$ cat src/rtl/led_level_counter.sv
// Saturating 6-bit level counter driven by two raw pushbuttons.
// Each button is synchronised, debounced and edge-detected; a small FSM turns
// presses into single steps with auto-repeat while a button is held.

// Per-button conditioning: 2-FF synchroniser, debounce filter, rising-edge detect.
module led_level_counter_button #(
    parameter int DEBOUNCE_CYCLES = 1_000_000
) (
    input  logic basys_clk,
    input  logic reset,
    input  logic raw,
    output logic level,
    output logic rise
);

    // Counter must hold DEBOUNCE_CYCLES-1; keep at least one bit for tiny overrides.
    localparam int DW = (DEBOUNCE_CYCLES > 1) ? $clog2(DEBOUNCE_CYCLES) : 1;
    localparam logic [DW-1:0] DB_LAST = DW'(DEBOUNCE_CYCLES - 1);

    logic          meta;
    logic          sync;
    logic          level_prev;
    logic [DW-1:0] db_cnt;

    // Two flops bring the asynchronous button into the clock domain.
    always_ff @(posedge basys_clk) begin
        if (reset) begin
            meta <= 1'b0;
            sync <= 1'b0;
        end else begin
            meta <= raw;
            sync <= meta;
        end
    end

    // Accept a new level only after it has differed for DEBOUNCE_CYCLES consecutive cycles.
    always_ff @(posedge basys_clk) begin
        if (reset) begin
            level  <= 1'b0;
            db_cnt <= '0;
        end else if (sync == level) begin
            db_cnt <= '0;
        end else if (db_cnt == DB_LAST) begin
            level  <= sync;
            db_cnt <= '0;
        end else begin
            db_cnt <= db_cnt + DW'(1);
        end
    end

    // Previous debounced level, used to spot the press edge.
    always_ff @(posedge basys_clk) begin
        if (reset) begin
            level_prev <= 1'b0;
        end else begin
            level_prev <= level;
        end
    end

    assign rise = level & ~level_prev;

endmodule


module led_level_counter #(
    parameter int DEBOUNCE_CYCLES = 1_000_000,
    parameter int REPEAT_DELAY    = 50_000_000,
    parameter int REPEAT_PERIOD   = 10_000_000,
    parameter int MAX_COUNT       = 16
) (
    input  logic       basys_clk,
    input  logic       reset,
    input  logic       btn_up,
    input  logic       btn_down,
    input  logic       clear,
    output logic [5:0] COUNT,
    output logic       at_max,
    output logic       at_min,
    output logic       step_pulse
);

    // One shared timer serves both the initial hold delay and the repeat period,
    // so it is sized for whichever of the two is larger.
    localparam int TIMER_SPAN = (REPEAT_DELAY > REPEAT_PERIOD) ? REPEAT_DELAY : REPEAT_PERIOD;
    localparam int TW         = $clog2(TIMER_SPAN + 1);

    localparam logic [TW-1:0] DELAY_LAST  = TW'(REPEAT_DELAY - 1);
    localparam logic [TW-1:0] PERIOD_LAST = TW'(REPEAT_PERIOD - 1);
    localparam logic [5:0]    MAX_LEVEL   = 6'(MAX_COUNT);

    typedef enum logic [1:0] {
        IDLE,
        DELAY,
        REPEAT
    } state_t;

    state_t        state;
    logic          dir_up;
    logic [TW-1:0] timer;

    logic          up_level;
    logic          up_rise;
    logic          dn_level;
    logic          dn_rise;

    logic          abort;
    logic          step_req;
    logic          step_up;
    logic [5:0]    count_next;
    logic          moved;

    led_level_counter_button #(
        .DEBOUNCE_CYCLES(DEBOUNCE_CYCLES)
    ) u_btn_up (
        .basys_clk (basys_clk),
        .reset     (reset),
        .raw       (btn_up),
        .level     (up_level),
        .rise      (up_rise)
    );

    led_level_counter_button #(
        .DEBOUNCE_CYCLES(DEBOUNCE_CYCLES)
    ) u_btn_down (
        .basys_clk (basys_clk),
        .reset     (reset),
        .raw       (btn_down),
        .level     (dn_level),
        .rise      (dn_rise)
    );

    // Decide whether a step is requested this cycle and in which direction.
    // A hold sequence ends as soon as its button is released or the other one is held.
    always_comb begin
        abort    = dir_up ? (!up_level || dn_level) : (!dn_level || up_level);
        step_req = 1'b0;
        step_up  = dir_up;
        case (state)
            IDLE: begin
                if (up_rise && !dn_level) begin
                    step_req = 1'b1;
                    step_up  = 1'b1;
                end else if (dn_rise && !up_level) begin
                    step_req = 1'b1;
                    step_up  = 1'b0;
                end
            end
            DELAY: begin
                step_req = !abort && (timer == DELAY_LAST);
            end
            REPEAT: begin
                step_req = !abort && (timer == PERIOD_LAST);
            end
            default: begin
                step_req = 1'b0;
            end
        endcase
    end

    // Next level: clear wins, otherwise a step moves one unit unless already at a limit.
    always_comb begin
        count_next = COUNT;
        moved      = 1'b0;
        if (clear) begin
            count_next = '0;
        end else if (step_req) begin
            if (step_up && (COUNT != MAX_LEVEL)) begin
                count_next = COUNT + 6'd1;
                moved      = 1'b1;
            end else if (!step_up && (COUNT != 6'd0)) begin
                count_next = COUNT - 6'd1;
                moved      = 1'b1;
            end
        end
    end

    // Press / hold / auto-repeat sequencing; saturation never stops a repeat.
    always_ff @(posedge basys_clk) begin
        if (reset) begin
            state  <= IDLE;
            dir_up <= 1'b0;
            timer  <= '0;
        end else if (clear) begin
            state <= IDLE;
            timer <= '0;
        end else begin
            case (state)
                IDLE: begin
                    if (step_req) begin
                        dir_up <= step_up;
                        timer  <= '0;
                        state  <= DELAY;
                    end
                end
                DELAY: begin
                    if (abort) begin
                        timer <= '0;
                        state <= IDLE;
                    end else if (timer == DELAY_LAST) begin
                        timer <= '0;
                        state <= REPEAT;
                    end else begin
                        timer <= timer + TW'(1);
                    end
                end
                REPEAT: begin
                    if (abort) begin
                        timer <= '0;
                        state <= IDLE;
                    end else if (timer == PERIOD_LAST) begin
                        timer <= '0;
                    end else begin
                        timer <= timer + TW'(1);
                    end
                end
                default: begin
                    timer <= '0;
                    state <= IDLE;
                end
            endcase
        end
    end

    // Level and its flags are all registered from the same next value so they never disagree.
    always_ff @(posedge basys_clk) begin
        if (reset) begin
            COUNT      <= '0;
            at_max     <= 1'b0;
            at_min     <= 1'b1;
            step_pulse <= 1'b0;
        end else begin
            COUNT      <= count_next;
            at_max     <= (count_next == MAX_LEVEL);
            at_min     <= (count_next == 6'd0);
            step_pulse <= moved;
        end
    end

endmodule

$ cat config.mk
export PLATFORM = sky130hd
export DESIGN_NAME = led_level_counter
export DESIGN_NICKNAME = d
export VERILOG_FILES = /design/src/rtl/led_level_counter.sv
export SDC_FILE = /design/constraint.sdc
export NUM_CORES = 1
export LEC_CHECK = 0
export CORE_MARGIN = 4
export CORE_UTILIZATION = 60
export CTS_CLUSTER_SIZE = 24
export DETAILED_ROUTE_END_ITERATION = 8
export DONT_BUFFER_PORTS = 1
export PLACE_DENSITY = 0.79
export SYNTH_ARGS = -nofsm -noshare
export SYNTH_HDL_FRONTEND = slang
export SYNTH_SLANG_ARGS = --single-unit
$ cat constraint.sdc
create_clock -name basys_clk -period 3.6 [get_ports basys_clk]
set_clock_uncertainty 0.2 [all_clocks]
set_input_delay 0.72 -clock basys_clk [delete_from_list [all_inputs] [get_ports basys_clk]]
set_output_delay 0.72 -clock basys_clk [all_outputs]
set_load 0.01 [all_outputs]
==> results of run 1 <==
==> sequential cells by signal, summed over array words and instances (netlist names) <==
register	count
COUNT	6
at_max	1
at_min	1
dir_up	1
state	2
step_pulse	1
timer	26
u_btn_down.db_cnt	20
u_btn_down.level	1
u_btn_down.level_prev	1
u_btn_down.meta	1
u_btn_down.sync	1
u_btn_up.db_cnt	20
u_btn_up.level	1
u_btn_up.level_prev	1
u_btn_up.meta	1
u_btn_up.sync	1
==> worst register-to-register path, delay by kind of cell, from the launching register on <==
kind / cells / cell delay, ps
fa+ha+maj: 1 / 230
simple gates: 4 / 660
buf+inv: 3 / 410
compound gates: 2 / 980
flops: 1 / 380
==> logic make-up (layout without fill, tap and decap cells) <==
family / count (synthesis) / count (layout) / share of synthesized area (%)
simple gates: 251 / 251 / 30.55
flops: 86 / 86 / 41.46
xor+xnor: 59 / 59 / 12.44
compound gates: 49 / 49 / 8.527
buf+inv: 30 / 31 / 2.772
fa+ha+maj: 10 / 10 / 3.013
mux: 5 / 5 / 1.235
==> layer usage <==
| metal | track usage [%] | up-vias |
|---|---|---|
| met5 | 0 | - |
| li1 | - | 1682 |
| met2 | 32.00 | 66 |
| met4 | 8.166 | 0 |
| met3 | 4.640 | 13 |
| met1 | 23.65 | 1503 |
==> cell usage after synthesis (2+ instances only) <==
cell,count,share of area (%)
xor2_1,21,4.4
a211oi_1,2,0.36
nand2_1,29,2.6
and2_1,5,0.75
nor4_1,7,1.1
xnor2_1,38,8.0
and4bb_1,2,0.60
nand2b_1,3,0.45
o21ai_0,12,1.4
a21oi_1,11,1.3
nor3_1,13,1.6
and4b_1,3,0.72
or3_1,7,1.1
nand4_1,15,2.3
ha_1,10,3.0
a21o_1,3,0.54
or2_2,2,0.30
nor4b_1,5,1.1
nand3_1,28,3.4
nor2b_1,6,0.90
a41oi_1,2,0.42
a31oi_1,4,0.60
or4_1,2,0.36
dfxtp_1,86,41
inv_1,14,1.3
mux2i_1,4,0.96
buf_2,2,0.24
nor2_1,99,8.9
nand3b_1,2,0.36
clkbuf_1,14,1.3
and4_1,2,0.42
and3_1,16,2.4
==> per-stage QoR <==
step,worst slack (ps),std cells,hold slack [ps],area [um^2]
2_1_floorplan,844.2,490,213.8,4153
3_3_place_gp,704.2,556,232.8,4205
3_5_place_dp,596.0,556,232.1,4205
4_1_cts,588.7,571,213.1,4402
5_1_grt,365.1,571,212.0,4402
6_report,613.4,571,225.3,4402
==> final timing paths <==
path | endpoint | slack [ps] | cells after the start
setup / recovery | timer[13] | 610 | 10
hold / removal | u_btn_down.level_prev | 230 | 1
setup reg to reg | timer[13] | 610 | 10
hold reg to reg | u_btn_down.sync | 250 | 1
==> layout make-up <==
| type | count | area (um^2) | share of cell area [%] |
|---|---|---|---|
| multi-input cells | 374 | 2316 | 52.62 |
| flip-flops and latches | 86 | 1722 | 39.11 |
| clock buffers | 10 | 137.6 | 3.127 |
| well taps | 80 | 100.1 | 2.274 |
| clock inverters | 5 | 58.81 | 1.336 |
| inverters | 14 | 52.55 | 1.194 |
| repair buffers | 2 | 15.01 | 0.3411 |
==> power by group through the flow <==
stage | logic, mW | clock network [mW] | registers (mW)
after global placement | 0.0141 | 0 | 0.977
after CTS | 0.0141 | 0.688 | 0.955
after floorplan | 0.0133 | 0 | 0.977
after detailed placement | 0.0140 | 0 | 0.977
final | 0.0138 | 0.670 | 0.954
after global routing | 0.0156 | 0.725 | 0.955
==> run_results.csv, run 1 <==
group,metric,value,unit
place,gp_congestion,0.9074,
run_status,outcome,"finished, final reports clean",
finish,n_antenna_cell,0,
worst_setup_path,critical_path_class,"reg -> reg",
logic_synthesis,synthArstFlopShare,0,%
route,wl_met2,3.604,mm
worst_setup_path,cp_max_fo,20,
min_path,hold_start,"reset",
global_route,grt_antenna_before_repair,0,
finish,mostFrequentLayoutCells,"nor2_1 (99), dfxtp_1 (86), xnor2_1 (38)",
clock_network,ctsResizeCount,0,
worst_setup_path,cp-startpoint,"state[0]",
logic_synthesis,ys_ff_latch,86,
worst_setup_path,crit_slowest_cell,"a21o_1",
route,drc,0,
pwr,power.leakage,1.437,nW
floorplan,pin_count,14,
sta,timing.final.max_slew_violations,0,
floorplan,core,0.006756,mm^2
logic_synthesis,ys.warnings.count,0,
clock_network,cts_tree,"done",
worst_setup_path,start_kind,"flop",
clock_network,cts-buffers-inserted,9,
pwr,seq_power_share,58.2,%
pwr,power_switching,0.3452,mW
sta,tns,0,ps
finish,drive_above_1_share,5.499,%
route,top_layer_used,"met4",
worst_setup_path,crit_chain,"inv_1, ha_1, and4bb_2, nand4_1, a2111oi_4, nor3_1, buf_4, inv_1, a21o_1, nor2_1",
sta,finalHoldViolCount,0,
global_route,grt_max_degree,21,
finish,syn_to_final_growth,5.996,%
clock_network,postCtsSetupBuffers,0,
clock_network,cts_root_buffer,"clkbuf_8",
clock_network,clk_pin_slew,80,ps
clock_network,cts_num_sinks,86,
pwr,power,1.638,mW
logic_synthesis,syn-num-nets,505,
finish,nets,502,
global_route,grt_usage,19.21,%
worst_setup_path,crit_buf_inv,3,
logic_synthesis,synth_cell_type_count,53,
clock_network,cts.path.max_buffers,2,
clock_network,hold_buffers,0,
logic_synthesis,yosysSeqAreaShare,41.46,%
worst_setup_path,crit_family,"compound AO/OA/AOI/OAI gates",
finish,fill_cells,568,
route,ant_nets,0,
route,drt_pass1_iterations,4,
pwr,combPwrFrac,0.8,%
floorplan,die_x,91.20,um
floorplan,die-area,0.008317,mm^2
global_route,grt_pass1_vias,3056,
route,viasPerCell,5.716,
sta,finalCritPeriodShare,82.96,%
sta,fmax,334.8,MHz
sta,worst_slew_pin_slew,736.0,ps
min_path,hold_path.class,"in -> reg",
clock_network,htree_levels,3,
route,routed_wl,7.617,mm
route,wl_per_cell,13.34,um
route,met1_length,3.530,mm
worst_setup_path,required,3620,ps
route,drt_iter0_markers,142,
worst_setup_path,arrival,3010,ps
sta,rsz0062_at_grt,"false",
worst_setup_path,crit_path_max_incr_delay,540,ps
global_route,globalRouteOverflowTotal,0,
worst_setup_path,worstReg2RegStart,"state[0]",
worst_setup_path,cpMostUsedCell,"inv_1",
sta,maxSlewHeadroom,50.24,%
finish,final_util,65.15,%
sta,finalSetupViolCount,0,
clock_network,insertion_delay,360,ps
floorplan,start_util,61.46,%
floorplan,die_h,91.20,um
sta,fin_crit,2987,ps
place,hpwl,5.405,mm
worst_setup_path,cp-end-kind,"flop",
pwr,p_per_area,372.2,mW/mm^2
finish,final_common_cell,"nor2_1",
floorplan,rows,30,
pwr,p_sw_share,21.07,%
job,maxCapViolations,0,
logic_synthesis,syn_area_per_cell,8.475,um^2
logic_synthesis,synth_edf_count,0,
pwr,p_clk_share,40.9,%
pwr,ir_worst_vdd,0.0003311,V
logic_synthesis,netlist_area,0.004153,mm^2
global_route,grt_pass1_wl,13.26,mm
route,wl_met3,326,um
logic_synthesis,synthCells,490,
route,vias,3264,
pwr,p_int,1.293,mW
logic_synthesis,synth_ff_type,"dfxtp_1",
place,placement.io_buffers,0,
Note: power is estimated with default switching activity, not from simulation.
==> inputs of run 2 (changes only) <==
--- a/config.mk
+++ b/config.mk
@@ -6,11 +6,11 @@
 export NUM_CORES = 1
 export LEC_CHECK = 0
 export CORE_MARGIN = 4
-export CORE_UTILIZATION = 60
+export CORE_UTILIZATION = 57
 export CTS_CLUSTER_SIZE = 24
 export DETAILED_ROUTE_END_ITERATION = 8
 export DONT_BUFFER_PORTS = 1
-export PLACE_DENSITY = 0.79
+export PLACE_DENSITY = 0.78
 export SYNTH_ARGS = -nofsm -noshare
 export SYNTH_HDL_FRONTEND = slang
 export SYNTH_SLANG_ARGS = --single-unit
==> constraint.sdc (replaced) <==
create_clock -name basys_clk -period 2.6 [get_ports basys_clk]
set_clock_uncertainty 0.2 [all_clocks]
set_input_delay 0.52 -clock basys_clk [delete_from_list [all_inputs] [get_ports basys_clk]]
set_output_delay 0.52 -clock basys_clk [all_outputs]
set_load 0.01 [all_outputs]
==> run_results.csv, run 2 (same netlist as run 1, synthesis figures left out) <==
group,metric,value,unit
run_status,outcome,"complete, but fails checks",
run_status,violations,"negative setup slack",
sta,finalSetupViolCount,1,
floorplan,die_x,93.36,um
floorplan,core,0.006944,mm^2
finish,largestRegisters,"timer (26), u_btn_down.db_cnt (20), u_btn_up.db_cnt (20)",
global_route,grt_antenna_before_repair,0,
worst_setup_path,r2r_slack,-50,ps
clock_network,cts.path.max_buffers,2,
floorplan,die-area,0.008715,mm^2
min_path,hold_start,"clear",
finish,mostFrequentLayoutCells,"nor2_1 (99), dfxtp_1 (84), buf_4 (50)",
clock_network,clk_pin_slew,90,ps
route,routed_wl,9.060,mm
min_path,min_to,"COUNT[4]",
finish,stdcell_count,641,
worst_setup_path,critical_path_class,"reg -> reg",
worst_setup_path,worstReg2RegStart,"state[0]",
global_route,grt_use_met1,25.96,%
sta,timing.final.max_slew_violations,0,
place,hpwl,6.308,mm
route,wl_per_cell,14.13,um
route,ant_nets,0,
global_route,top_usage_layer,"met2",
global_route,grt_pass1_wl,15.29,mm
pwr,power.leakage,1.737,nW
route,drt_iter0_markers,160,
pwr,ir_worst_vdd,0.0003554,V
place,placement.io_buffers,0,
worst_setup_path,arrival,2760,ps
finish,final_util,71.87,%
sta,fin_crit,2648,ps
worst_setup_path,cp-end-kind,"flop",
sta,finalCritPeriodShare,101.8,%
floorplan,pin_count,14,
route,drc,0,
clock_network,insertion_delay,370,ps
worst_setup_path,required,2710,ps
worst_setup_path,start_kind,"flop",
sta,fmax,377.6,MHz
global_route,grt_pass1_vias,3484,
clock_network,cts_root_buffer,"clkbuf_8",
global_route,grt_util_met3,6.436,%
place,dpl.cell_count,619,
clock_network,cts-buffers-inserted,9,
min_path,hold_path.class,"in -> reg",
finish,n_antenna_cell,0,
clock_network,htree_levels,3,
sta,setup_ws,-48.04,ps
floorplan,start_util,59.80,%
route,viasPerCell,5.520,
route,drt_pass1_iterations,4,
global_route,globalRouteOverflowTotal,0,
finish,nets,555,
pwr,p_per_area,451.5,mW/mm^2
finish,drive_above_1_share,18.35,%
job,maxCapViolations,0,
floorplan,die_h,93.36,um
floorplan,rows,30,
place,gp_congestion,0.8909,
worst_setup_path,r2r_cells,10,
finish,syn_to_final_growth,20.19,%
clock_network,cts_num_sinks,86,
min_path,whs_path_depth,1,
global_route,use_met2,36.93,%
finish,largest_reg_flops,26,
global_route,grt_usage,21.85,%
worst_setup_path,worst_r2r_endpoint,"at_max",
sta,maxSlewHeadroom,44.30,%
finish,final_common_cell,"nor2_1",
global_route,grt_max_degree,21,
sta,worst_slew_pin_slew,825.0,ps
sta,finalHoldViolCount,0,
sta,rsz0062_at_grt,"true",
place,place_ws,-168.8,ps
clock_network,cts_tree,"done",
route,vias,3538,
worst_setup_path,cp_max_fo,8,
finish,top_register,"timer",
[run 2: changes by cell type in the layout (fill, tap and decap cells not counted), sizes merged]
| cell | change |
|---|---|
| clkbuf | -1 |
| dlygate4sd3 | +4 |
| buf | +49 |
| clkinvlp | -1 |
| clkinv | +3 |
| bufinv | -1 |
| inv | +1 |
[run 2: power breakdown]
part           internal, mW  leakage, nW  total (mW)  switching [mW]
Combinational        0.0117        0.948      0.0310          0.0193
Clock                 0.370       0.0947       0.900           0.531
Sequential             1.32        0.694        1.32         0.00234
Total                  1.70         1.74        2.25           0.552
[run 2: per-layer routing]
metal  routed length, um  part of all wire [%]  vias to the layer above
met3                 415                   4.6                       12
li1                    -                     -                     1798
met1                4093                    45                     1655
met2                4449                    49                       73
met4                 102                   1.1                        0
met5                   0                     0                        -
[run 2: through the flow]
step	hold slack (ps)	cell area, um^2	setup TNS [ps]	total power [mW]
6_report	25.49	4991	-48.04	2.253
5_1_grt	4.179	4991	-691.6	2.338
4_1_cts	1.936	4873	-184.5	2.274
3_5_place_dp	247.5	4602	-1122	1.376
3_3_place_gp	227.5	4602	-462.1	1.375
2_1_floorplan	213.8	4183	-17.47	1.371
[run 2: worst max-delay path by stage]
stage / end / start / cells after the start
finish: at_max / state[0] / 10
global route: at_max / state[0] / 10
CTS: at_max / timer[7] / 9
detailed placement: at_max / timer[7] / 9
global placement: at_max / timer[7] / 9
floorplan: at_max / state[0] / 10
[run 2: timing repair]
action                                  in CTS  in global routing
hold buffers                                 2                  2
hold endpoints to repair                     7                  2
setup buffers                                1                  1
endpoints found under the setup margin      21                 28
cloned                                       0                  0
pin swaps                                    5                 10
resized for setup                           10                 15
[run 2: layout make-up]
| cell class | count | area (um^2) |
|---|---|---|
| Multi-Input combinational cell | 374 | 2474 |
| Sequential cell | 86 | 1724 |
| Timing Repair Buffer | 55 | 426.7 |
| Clock buffer | 9 | 123.9 |
| Fill cell | 521 | 1953 |
| Clock inverter | 7 | 70.07 |
| Inverter | 14 | 52.55 |
| Tap cell | 96 | 120.1 |
[run 2: worst max-delay path: stages (launching register included)]
cell	delay (ps)
dfxtp_2	350
inv_2	50
buf_4	120
ha_1	230
nand4bb_1	180
nand3_4	150
nand2_1	140
mux2_2	350
or3_4	380
a211oi_2	240
and4bb_1	210
==> inputs of run 3 (changes only) <==
--- a/config.mk
+++ b/config.mk
@@ -5,12 +5,14 @@
 export SDC_FILE = /design/constraint.sdc
 export NUM_CORES = 1
 export LEC_CHECK = 0
+export CELL_PAD_IN_SITES_DETAIL_PLACEMENT = 1
+export CELL_PAD_IN_SITES_GLOBAL_PLACEMENT = 1
 export CORE_MARGIN = 4
-export CORE_UTILIZATION = 57
+export CORE_UTILIZATION = 44
 export CTS_CLUSTER_SIZE = 24
 export DETAILED_ROUTE_END_ITERATION = 8
 export DONT_BUFFER_PORTS = 1
-export PLACE_DENSITY = 0.78
+export PLACE_DENSITY = 0.79
 export SYNTH_ARGS = -nofsm -noshare
 export SYNTH_HDL_FRONTEND = slang
 export SYNTH_SLANG_ARGS = --single-unit
==> run_results.csv, run 3 (same netlist as run 1, synthesis figures left out) <==
group,metric,value,unit
finish,final_util,58.65,%
worst_setup_path,cp_max_fo,8,
worst_setup_path,cp-end-kind,"flop",
clock_network,cts.path.max_buffers,2,
floorplan,die_x,105.2,um
sta,fmax,361.2,MHz
finish,final_common_cell,"nor2_1",
worst_setup_path,arrival,2880,ps
finish,drive_above_1_share,25.90,%
route,wl_per_cell,21.15,um
finish,multi_input_area,0.002698,mm^2
sta,maxSlewHeadroom,60.32,%
clock_network,clk_pin_slew,90,ps
route,routed_wl,14.11,mm
finish,nets,566,
floorplan,rows,35,
pwr,power.leakage,1.981,nW
clock_network,cts-buffers-inserted,9,
place,gp_congestion,0.8622,
global_route,grt_pass1_wl,20.24,mm
clock_network,hold_buffers,0,
clock_network,cts_num_sinks,86,
min_path,hold_path.class,"in -> reg",
floorplan,die_h,105.2,um
global_route,grt_pass1_vias,4183,
finish,register_area,0.001724,mm^2
finish,largest_reg_flops,26,
global_route,grt_usage,22.45,%
clock_network,htree_levels,3,
worst_setup_path,required,2710,ps
sta,timing.final.max_slew_violations,0,
clock_network,cts_tree,"done",
place,placement.io_buffers,0,
run_status,outcome,"complete, but fails checks",
route,drc,0,
finish,largestRegisters,"timer (26), u_btn_down.db_cnt (20), u_btn_up.db_cnt (20)",
floorplan,start_util,45.16,%
finish,fill_cells,1052,
sta,worst_slew_pin_slew,593.5,ps
global_route,globalRouteOverflowTotal,0,
global_route,grt_max_degree,21,
route,ant_nets,0,
sta,finalHoldViolCount,0,
sta,finalSetupViolCount,10,
sta,rsz0062_at_grt,"true",
floorplan,core,0.009196,mm^2
sta,finalCritPeriodShare,106.5,%
floorplan,die-area,0.01106,mm^2
clock_network,insertion_delay,380,ps
global_route,grt_antenna_before_repair,0,
finish,syn_to_final_growth,29.89,%
route,viasPerCell,5.883,
finish,n_antenna_cell,0,
floorplan,pin_count,14,
worst_setup_path,critical_path_class,"reg -> reg",
run_status,violations,"negative setup slack",
route,vias,3924,
finish,mostFrequentLayoutCells,"nor2_1 (92), dfxtp_1 (84), buf_4 (58)",
pwr,power,2.458,mW
job,maxCapViolations,0,
pwr,ir_worst_vdd,0.0003136,V
sta,setup_ws,-168.5,ps
finish,top_register,"timer",
pwr,p_per_area,455.7,mW/mm^2
clock_network,cts_root_buffer,"clkbuf_8",
route,drt_iter0_markers,162,
place,hpwl,8.061,mm
sta,fin_crit,2768,ps
route,drt_pass1_iterations,4,
worst_setup_path,start_kind,"flop",
-- run 3: repair_timing --
action	CTS	global route
buffers inserted	5	7
gates cloned	0	1
gates resized for setup	36	41
pin swaps	11	14
endpoints found under the hold margin	0	0
setup endpoints to repair	33	33
-- run 3: worst max-delay path, cell delays in order (launching register included) --
cell and delay [ps]:
dfxtp_2 350, inv_2 50, ha_4 150, and4bb_2 270, nand4_1 150, a2111oi_4 350
buf_6 180, o2bb2ai_4 120, or3_4 390, a211oi_2 270, and4bb_1 240
-- run 3: metrics by stage --
stage | cells | setup WS [ps] | area [um^2] | TNS [ps] | hold slack [ps]
after global routing | 667 | -280.6 | 5394 | -2613 | -15.88
after floorplan | 490 | -17.47 | 4183 | -17.47 | 213.8
final | 667 | -168.5 | 5394 | -641.4 | 10.03
after detailed placement | 639 | -285.3 | 4671 | -5713 | 247.3
after CTS | 659 | -80.99 | 5101 | -140.0 | 4.443
after global placement | 639 | -150.4 | 4671 | -1391 | 220.5
-- run 3: power by group --
group          internal, mW  switching [mW]  leakage [nW]
Clock                 0.594           0.507         0.116
Combinational        0.0145          0.0206          1.17
Sequential             1.32         0.00249         0.694
-- run 3: final cells by class --
cell class,instances,share of cell area (%)
repair buffers,66,10.16
well taps,111,2.575
inverters,14,0.9743
multi-input cells,374,50.01
flip-flops and latches,86,31.96
clock buffers,11,2.807
clock inverters,5,1.508
-- run 3: worst paths after layout --
kind | endpoint | slack (ps) | start | depth (start not counted)
min | COUNT[3] | 10 | reset | 1
max | at_max | -170 | state[0] | 10
max reg2reg | at_max | -170 | state[0] | 10
min reg2reg | u_btn_up.db_cnt[0] | 270 | u_btn_up.db_cnt[0] | 1
-- run 3: metal layers --
| layer | global-route usage (%) | part of all wire (%) | up-vias |
|---|---|---|---|
| li1 | - | - | 1825 |
| met3 | 5.312 | 3.9 | 65 |
| met2 | 42.39 | 53 | 115 |
| met1 | 23.64 | 38 | 1919 |
| met5 | 0 | 0 | - |
| met4 | 9.185 | 5.0 | 0 |
